`config.mk`:
```
export PLATFORM = sky130hd
export DESIGN_NAME = tpu_mac_dot_sched
export DESIGN_NICKNAME = d
export VERILOG_FILES = /design/src/rtl/tpu_mac_dot_sched.sv
export SDC_FILE = /design/constraint.sdc
export NUM_CORES = 1
export LEC_CHECK = 0
export ABC_AREA = 1
export BUFFER_PORTS_ARGS = -buffer_cell sky130_fd_sc_hd__buf_2
export CORE_UTILIZATION = 30
export CTS_CLUSTER_DIAMETER = 80
export DETAILED_ROUTE_END_ITERATION = 10
export SYNTH_ARGS = -nofsm -noshare
export SYNTH_HDL_FRONTEND = slang
export SYNTH_SLANG_ARGS = --single-unit
```
`constraint.sdc`:
```
create_clock -name clk -period 3.2 [get_ports clk]
set_input_delay 0 -clock clk [delete_from_list [all_inputs] [get_ports clk]]
set_output_delay 0 -clock clk [all_outputs]
set_load 0.005 [all_outputs]
```
`src/rtl/tpu_mac_dot_sched.sv`:
```
// Round-robin scheduler that time-shares one MAC among NUM_REQ dot-product requesters.
// Optional watchdog abort on a silent MAC is enabled by defining TPU_SCHED_TIMEOUT_EN.
module tpu_mac_dot_sched #(
    parameter int NUM_REQ     = 4,
    parameter int LEN_W       = 8,
    parameter int TIMEOUT_CYC = 16
) (
    input  logic                       clk,
    input  logic                       rst_n,
    input  logic [NUM_REQ-1:0]         req_i,
    input  logic [NUM_REQ*LEN_W-1:0]   req_len_i,
    input  logic [NUM_REQ*3-1:0]       req_dtype_i,
    output logic [NUM_REQ-1:0]         grant_o,
    input  logic                       op_valid_i,
    output logic                       op_ready_o,
    input  logic [15:0]                op_a_i,
    input  logic [15:0]                op_b_i,
    output logic                       done_valid_o,
    input  logic                       done_ready_i,
    output logic [31:0]                done_data_o,
    output logic [$clog2(NUM_REQ)-1:0] done_id_o,
    output logic                       done_err_o,
    output logic                       mac_enable_o,
    output logic [2:0]                 mac_dtype_o,
    output logic [15:0]                mac_a_o,
    output logic [15:0]                mac_b_o,
    output logic [31:0]                mac_c_o,
    output logic                       mac_valid_in_o,
    input  logic [31:0]                mac_result_i,
    input  logic                       mac_valid_out_i,
    input  logic                       mac_ready_i
);

    localparam int IDW = $clog2(NUM_REQ);

    localparam logic [2:0] S_IDLE  = 3'd0;
    localparam logic [2:0] S_LOAD  = 3'd1;
    localparam logic [2:0] S_ISSUE = 3'd2;
    localparam logic [2:0] S_WAIT  = 3'd3;
    localparam logic [2:0] S_DONE  = 3'd4;

    logic [2:0]         state_q, state_d;
    logic [NUM_REQ-1:0] grant_q, grant_d;
    logic [IDW-1:0]     owner_q, owner_d;
    logic [IDW-1:0]     ptr_q, ptr_d;
    logic [LEN_W-1:0]   len_q, len_d;
    logic [LEN_W-1:0]   count_q, count_d;
    logic [2:0]         dtype_q, dtype_d;
    logic [15:0]        a_q, a_d;
    logic [15:0]        b_q, b_d;
    logic [31:0]        acc_q, acc_d;
    logic               done_valid_q, done_valid_d;
    logic [31:0]        done_data_q, done_data_d;

`ifdef TPU_SCHED_TIMEOUT_EN
    localparam int TW = $clog2(TIMEOUT_CYC + 1);
    logic [TW-1:0] tcnt_q, tcnt_d;
    logic          done_err_q, done_err_d;
`endif

    // Rotating priority search: first requester at or after ptr_q, wrapping.
    logic           arb_found;
    logic [IDW-1:0] arb_sel;
    logic [IDW-1:0] cand;
    always_comb begin
        arb_found = 1'b0;
        arb_sel   = '0;
        cand      = '0;
        for (int k = 0; k < NUM_REQ; k++) begin
            cand = IDW'((int'(ptr_q) + k) % NUM_REQ);
            if (!arb_found && req_i[cand]) begin
                arb_found = 1'b1;
                arb_sel   = cand;
            end
        end
    end

    logic [LEN_W-1:0] sel_len;
    logic [2:0]       sel_dtype;
    assign sel_len   = req_len_i[int'(arb_sel)*LEN_W +: LEN_W];
    assign sel_dtype = req_dtype_i[int'(arb_sel)*3 +: 3];

    always_comb begin
        state_d      = state_q;
        grant_d      = grant_q;
        owner_d      = owner_q;
        ptr_d        = ptr_q;
        len_d        = len_q;
        count_d      = count_q;
        dtype_d      = dtype_q;
        a_d          = a_q;
        b_d          = b_q;
        acc_d        = acc_q;
        done_valid_d = done_valid_q;
        done_data_d  = done_data_q;
`ifdef TPU_SCHED_TIMEOUT_EN
        tcnt_d       = tcnt_q;
        done_err_d   = done_err_q;
`endif
        case (state_q)
            S_IDLE: begin
                if (arb_found) begin
                    grant_d          = '0;
                    grant_d[arb_sel] = 1'b1;
                    owner_d          = arb_sel;
                    ptr_d            = (int'(arb_sel) == NUM_REQ - 1) ? '0 : arb_sel + IDW'(1);
                    len_d            = sel_len;
                    dtype_d          = sel_dtype;
                    acc_d            = '0;
                    count_d          = '0;
                    // Empty jobs skip the MAC entirely and report a zero sum.
                    if (sel_len == '0) begin
                        state_d      = S_DONE;
                        done_valid_d = 1'b1;
                        done_data_d  = '0;
                    end else begin
                        state_d      = S_LOAD;
                    end
                end
            end
            S_LOAD: begin
                if (op_valid_i) begin
                    a_d     = op_a_i;
                    b_d     = op_b_i;
                    state_d = S_ISSUE;
                end
            end
            S_ISSUE: begin
                if (mac_ready_i) begin
                    state_d = S_WAIT;
`ifdef TPU_SCHED_TIMEOUT_EN
                    tcnt_d  = '0;
`endif
                end
            end
            S_WAIT: begin
                if (mac_valid_out_i) begin
                    acc_d   = mac_result_i;
                    count_d = count_q + LEN_W'(1);
                    if (count_q + LEN_W'(1) == len_q) begin
                        state_d      = S_DONE;
                        done_valid_d = 1'b1;
                        done_data_d  = mac_result_i;
                    end else begin
                        state_d = S_LOAD;
                    end
                end
`ifdef TPU_SCHED_TIMEOUT_EN
                else if (tcnt_q == TW'(TIMEOUT_CYC - 1)) begin
                    state_d      = S_DONE;
                    done_valid_d = 1'b1;
                    done_data_d  = acc_q;
                    done_err_d   = 1'b1;
                end else begin
                    tcnt_d = tcnt_q + TW'(1);
                end
`endif
            end
            S_DONE: begin
                // Grant is released here so the next arbitration starts from IDLE.
                if (done_ready_i) begin
                    state_d      = S_IDLE;
                    grant_d      = '0;
                    done_valid_d = 1'b0;
`ifdef TPU_SCHED_TIMEOUT_EN
                    done_err_d   = 1'b0;
`endif
                end
            end
            default: state_d = S_IDLE;
        endcase
    end

    always_ff @(posedge clk or negedge rst_n) begin
        if (!rst_n) begin
            state_q      <= S_IDLE;
            grant_q      <= '0;
            owner_q      <= '0;
            ptr_q        <= '0;
            len_q        <= '0;
            count_q      <= '0;
            dtype_q      <= '0;
            a_q          <= '0;
            b_q          <= '0;
            acc_q        <= '0;
            done_valid_q <= 1'b0;
            done_data_q  <= '0;
`ifdef TPU_SCHED_TIMEOUT_EN
            tcnt_q       <= '0;
            done_err_q   <= 1'b0;
`endif
        end else begin
            state_q      <= state_d;
            grant_q      <= grant_d;
            owner_q      <= owner_d;
            ptr_q        <= ptr_d;
            len_q        <= len_d;
            count_q      <= count_d;
            dtype_q      <= dtype_d;
            a_q          <= a_d;
            b_q          <= b_d;
            acc_q        <= acc_d;
            done_valid_q <= done_valid_d;
            done_data_q  <= done_data_d;
`ifdef TPU_SCHED_TIMEOUT_EN
            tcnt_q       <= tcnt_d;
            done_err_q   <= done_err_d;
`endif
        end
    end

    assign grant_o        = grant_q;
    assign op_ready_o     = (state_q == S_LOAD);
    assign done_valid_o   = done_valid_q;
    assign done_data_o    = done_data_q;
    assign done_id_o      = owner_q;
    assign mac_enable_o   = (state_q != S_IDLE);
    assign mac_dtype_o    = dtype_q;
    assign mac_a_o        = a_q;
    assign mac_b_o        = b_q;
    assign mac_c_o        = acc_q;
    assign mac_valid_in_o = (state_q == S_ISSUE) && mac_ready_i;
`ifdef TPU_SCHED_TIMEOUT_EN
    assign done_err_o     = done_err_q;
`else
    assign done_err_o     = 1'b0;
`endif

endmodule

```
==> metrics.csv <==
metric,value,unit
dr_total_vias,6049,
netlist_area,0.00619,mm^2
fmax,358,MHz
finalSetupViolCount,0,
endpoint_kind,flip-flop,
rsz0062_at_grt,false,
avgSynthCellArea,8.41,um^2
internal-power,0.00517,W
ys_seq_area_share,51.4,%
worstSetupStartpointType,flip-flop,
crit_top_cell,nand2_1,
cp_max_fo,26,
cpLargestDelayFamily,simple AND/OR/NAND/NOR gates,
wl_per_cell,13.7,um
first_iter_violations,254,
hold_depth,5,
die_h,146,um
cts_tree,built,
critPathMaxStageDelay,0.49,ns
antenna_cells,0,
clock_latency,0.42,ns
grt_max_degree,65,
fin_nets,1172,
peakVddDrop,0.509,mV
synth_nets,859,
fin_setup_tns,0,ns
hold_viol,0,
slowest_stage,dfrtp_2,
cts_made_buffers,17,
rows,52,
tightest_slew,0.858,ns
switching_power,0.00357,W
seqPwrFrac,27.4,%
instances_no_fill,1332,
fin_crit,2.79,ns
holdPathEnd,len_q[1],
rr_startpoint,ptr_q[0],
worst_slack,0.406,ns
final.setup_skew,0.0181,ns
dpl.hpwl,12100,um
hold_path.class,in -> reg,
remaining_drc_errors,0,
area_delta_synth_final,48.4,%
reg2regPathDepth,19,
max_cap_violations,0,
path_cells,inv_6 > nand2_1 > nand2_2 > nand2_1 > inv_1 > nor2_2 > nand3_4 > nand3_4 > nand2_1 > nand3_1 > nand2_1 > nand2_1 > nor2_1 > nand2_1 > nand2_2 > buf_6 > nand3_1 > nand2_1 > nand2_1,
p_clk_share,24.2,%
rrSetupSlack,0.41,ns
ios,228,
clk_pin_slew_worst_paths,0.06,ns
pwr-share-comb,48.5,%
htreeDepth,4,
die_area,0.0212,mm^2
place_ws,0.198,ns
nFillCells,1959,
synth_cells,736,
place.gp.congestion,0.805,
firstDrtPassIters,4,
wl,18200,um
leakagePower,5.04,nW
ys_ff_latch,127,
viasPerCell,4.54,
swShare,40.8,%
worstHoldStart,req_len_i[17],
core,0.0202,mm^2
antenna_left,0,
clock_path_buffers,2,
port-buffer-count,226,
root_buffer,clkbuf_16,
final_max_slew_viol_count,0,
grt_pass1_wl,30200,um
clock-sinks,127,
grt.overflow.total,0,
initial_core_util,30.6,%
final_cell_mix,"264 x nand2_1, 225 x buf_2, 126 x dfrtp_1, 89 x dlygate4sd3_1, 63 x inv_1",
antenna_found_initial,1,
ys_types,35,
slew-limit-headroom,42.8,%
startpoint,ptr_q[0],
dp.cells,1209,
final_common_cell,nand2_1,
min_period_over_period,87.3,%
fin_util,45.4,%
powerDensity,951,mW/mm^2
criticalPathCategory,reg -> reg,
dieWidth,146,um
required,3.50,ns
gr-usage-all-layers,17.7,%
cp_num_buf_inv,3,
yosys_warnings,0,
critPathArrivalTime,3.09,ns
worstReg2RegEnd,state_q[0],
status,completed,
grt_pass1_vias,6009,
drive_above_1_share,30.5,%
## layer usage
metal	track usage [%]	up-vias	part of all wire [%]
met5	0	-	0.044
met2	28.8	202	46
met3	5.05	23	6.7
li1	-	3003	-
met1	22.8	2819	46
met4	5.37	2	1.5
## final cells by class
type / count / area (um^2) / share of cell area (%)
sequential: 127 / 3180 / 34.6
multi-input combinational: 508 / 2620 / 28.5
clock inverter: 14 / 204 / 2.22
tap: 270 / 338 / 3.68
timing repair buffer: 328 / 2150 / 23.4
clock buffer: 18 / 439 / 4.78
inverter: 67 / 256 / 2.79
## worst reg2reg max path, delay by kind of cell (launching register included)
family / cells / cell delay (ns)
AND/OR/NAND/NOR: 16 / 1.73
flip-flops: 1 / 0.49
buffers and inverters: 3 / 0.46
## power by group through the flow
stage	Clock [W]	Combinational [W]	Sequential [W]
4_1_cts	0.00218	0.00417	0.00239
5_1_grt	0.00224	0.00478	0.00246
3_5_place_dp	0	0.00383	0.00241
2_1_floorplan	0	0.00258	0.00241
3_3_place_gp	0	0.00379	0.00240
6_report	0.00211	0.00423	0.00239
## flip-flops by register name, summed over array words and instances, names as in the netlist
| signal | flops |
|---|---|
| done_id_o | 2 |
| done_valid_o | 1 |
| state_q | 3 |
| count_q | 8 |
| grant_o | 4 |
| mac_c_o | 32 |
| mac_b_o | 16 |
| ptr_q | 2 |
| mac_dtype_o | 3 |
| done_data_o | 32 |
| mac_a_o | 16 |
| len_q | 8 |
## timing repair
item                       CTS  global route
hold buffers                89             0
setup buffers                0             0
setup endpoints to repair    0            37
hold endpoints to repair   171             0
gates resized for setup      0             4
## kinds of logic after synthesis
| family | after synthesis | share of synthesized area (%) |
|---|---|---|
| flip-flops | 127 | 51.4 |
| multiplexers | 33 | 5.99 |
| AO/OA/AOI/OAI | 42 | 3.92 |
| AND/OR/NAND/NOR | 414 | 29.0 |
| XOR/XNOR | 11 | 1.56 |
| adder cells (fa/ha/maj) | 5 | 1.01 |
| other | 1 | 0.0606 |
| buffers and inverters | 103 | 7.12 |
## worst max path at each step
stage | cells past startpoint | endpoint
global route | 19 | state_q[0]
global placement | 18 | done_data_o[11]
floorplan | 21 | done_data_o[0]
detailed placement | 18 | done_data_o[3]
CTS | 18 | done_data_o[3]
finish | 19 | state_q[0]
## stage by stage
stage	hold WS, ns	instance area [um^2]	total power [W]
after floorplan	-0.296	6190	0.00499
after global placement	0.164	7610	0.00619
after detailed placement	0.169	7610	0.00624
after CTS	0.00111	9140	0.00874
after global routing	0.0463	9180	0.00947
final	0.0191	9180	0.00873
## cells in the mapped netlist
library cell	number	share of area, %
nor2_4	1	0.18
nand3_1	27	2.2
nand3_4	3	0.85
conb_1	1	0.061
or2_2	1	0.10
nand4_1	51	5.2
o221ai_1	1	0.14
xor2_1	4	0.57
o2111ai_1	1	0.14
mux2_2	32	5.8
clkbuf_1	18	1.1
inv_2	3	0.18
ha_1	5	1.0
nand2_1	264	16
o21ai_0	27	2.2
inv_6	1	0.14
inv_1	63	3.8
nand2_2	5	0.51
o21bai_1	3	0.36
dfrtp_1	127	51
o31ai_1	1	0.12
o22ai_1	5	0.51
buf_1	3	0.18
buf_6	4	0.73
xnor2_1	7	0.99
nor2_1	57	3.5
nand3_2	1	0.16
buf_4	2	0.24
o21a_1	1	0.12
nor2_2	2	0.20
buf_2	9	0.73
nor3_1	2	0.16
o21ai_2	1	0.14
mux2i_1	1	0.16
a31oi_1	2	0.20
Power figures use the tool's default switching activity.
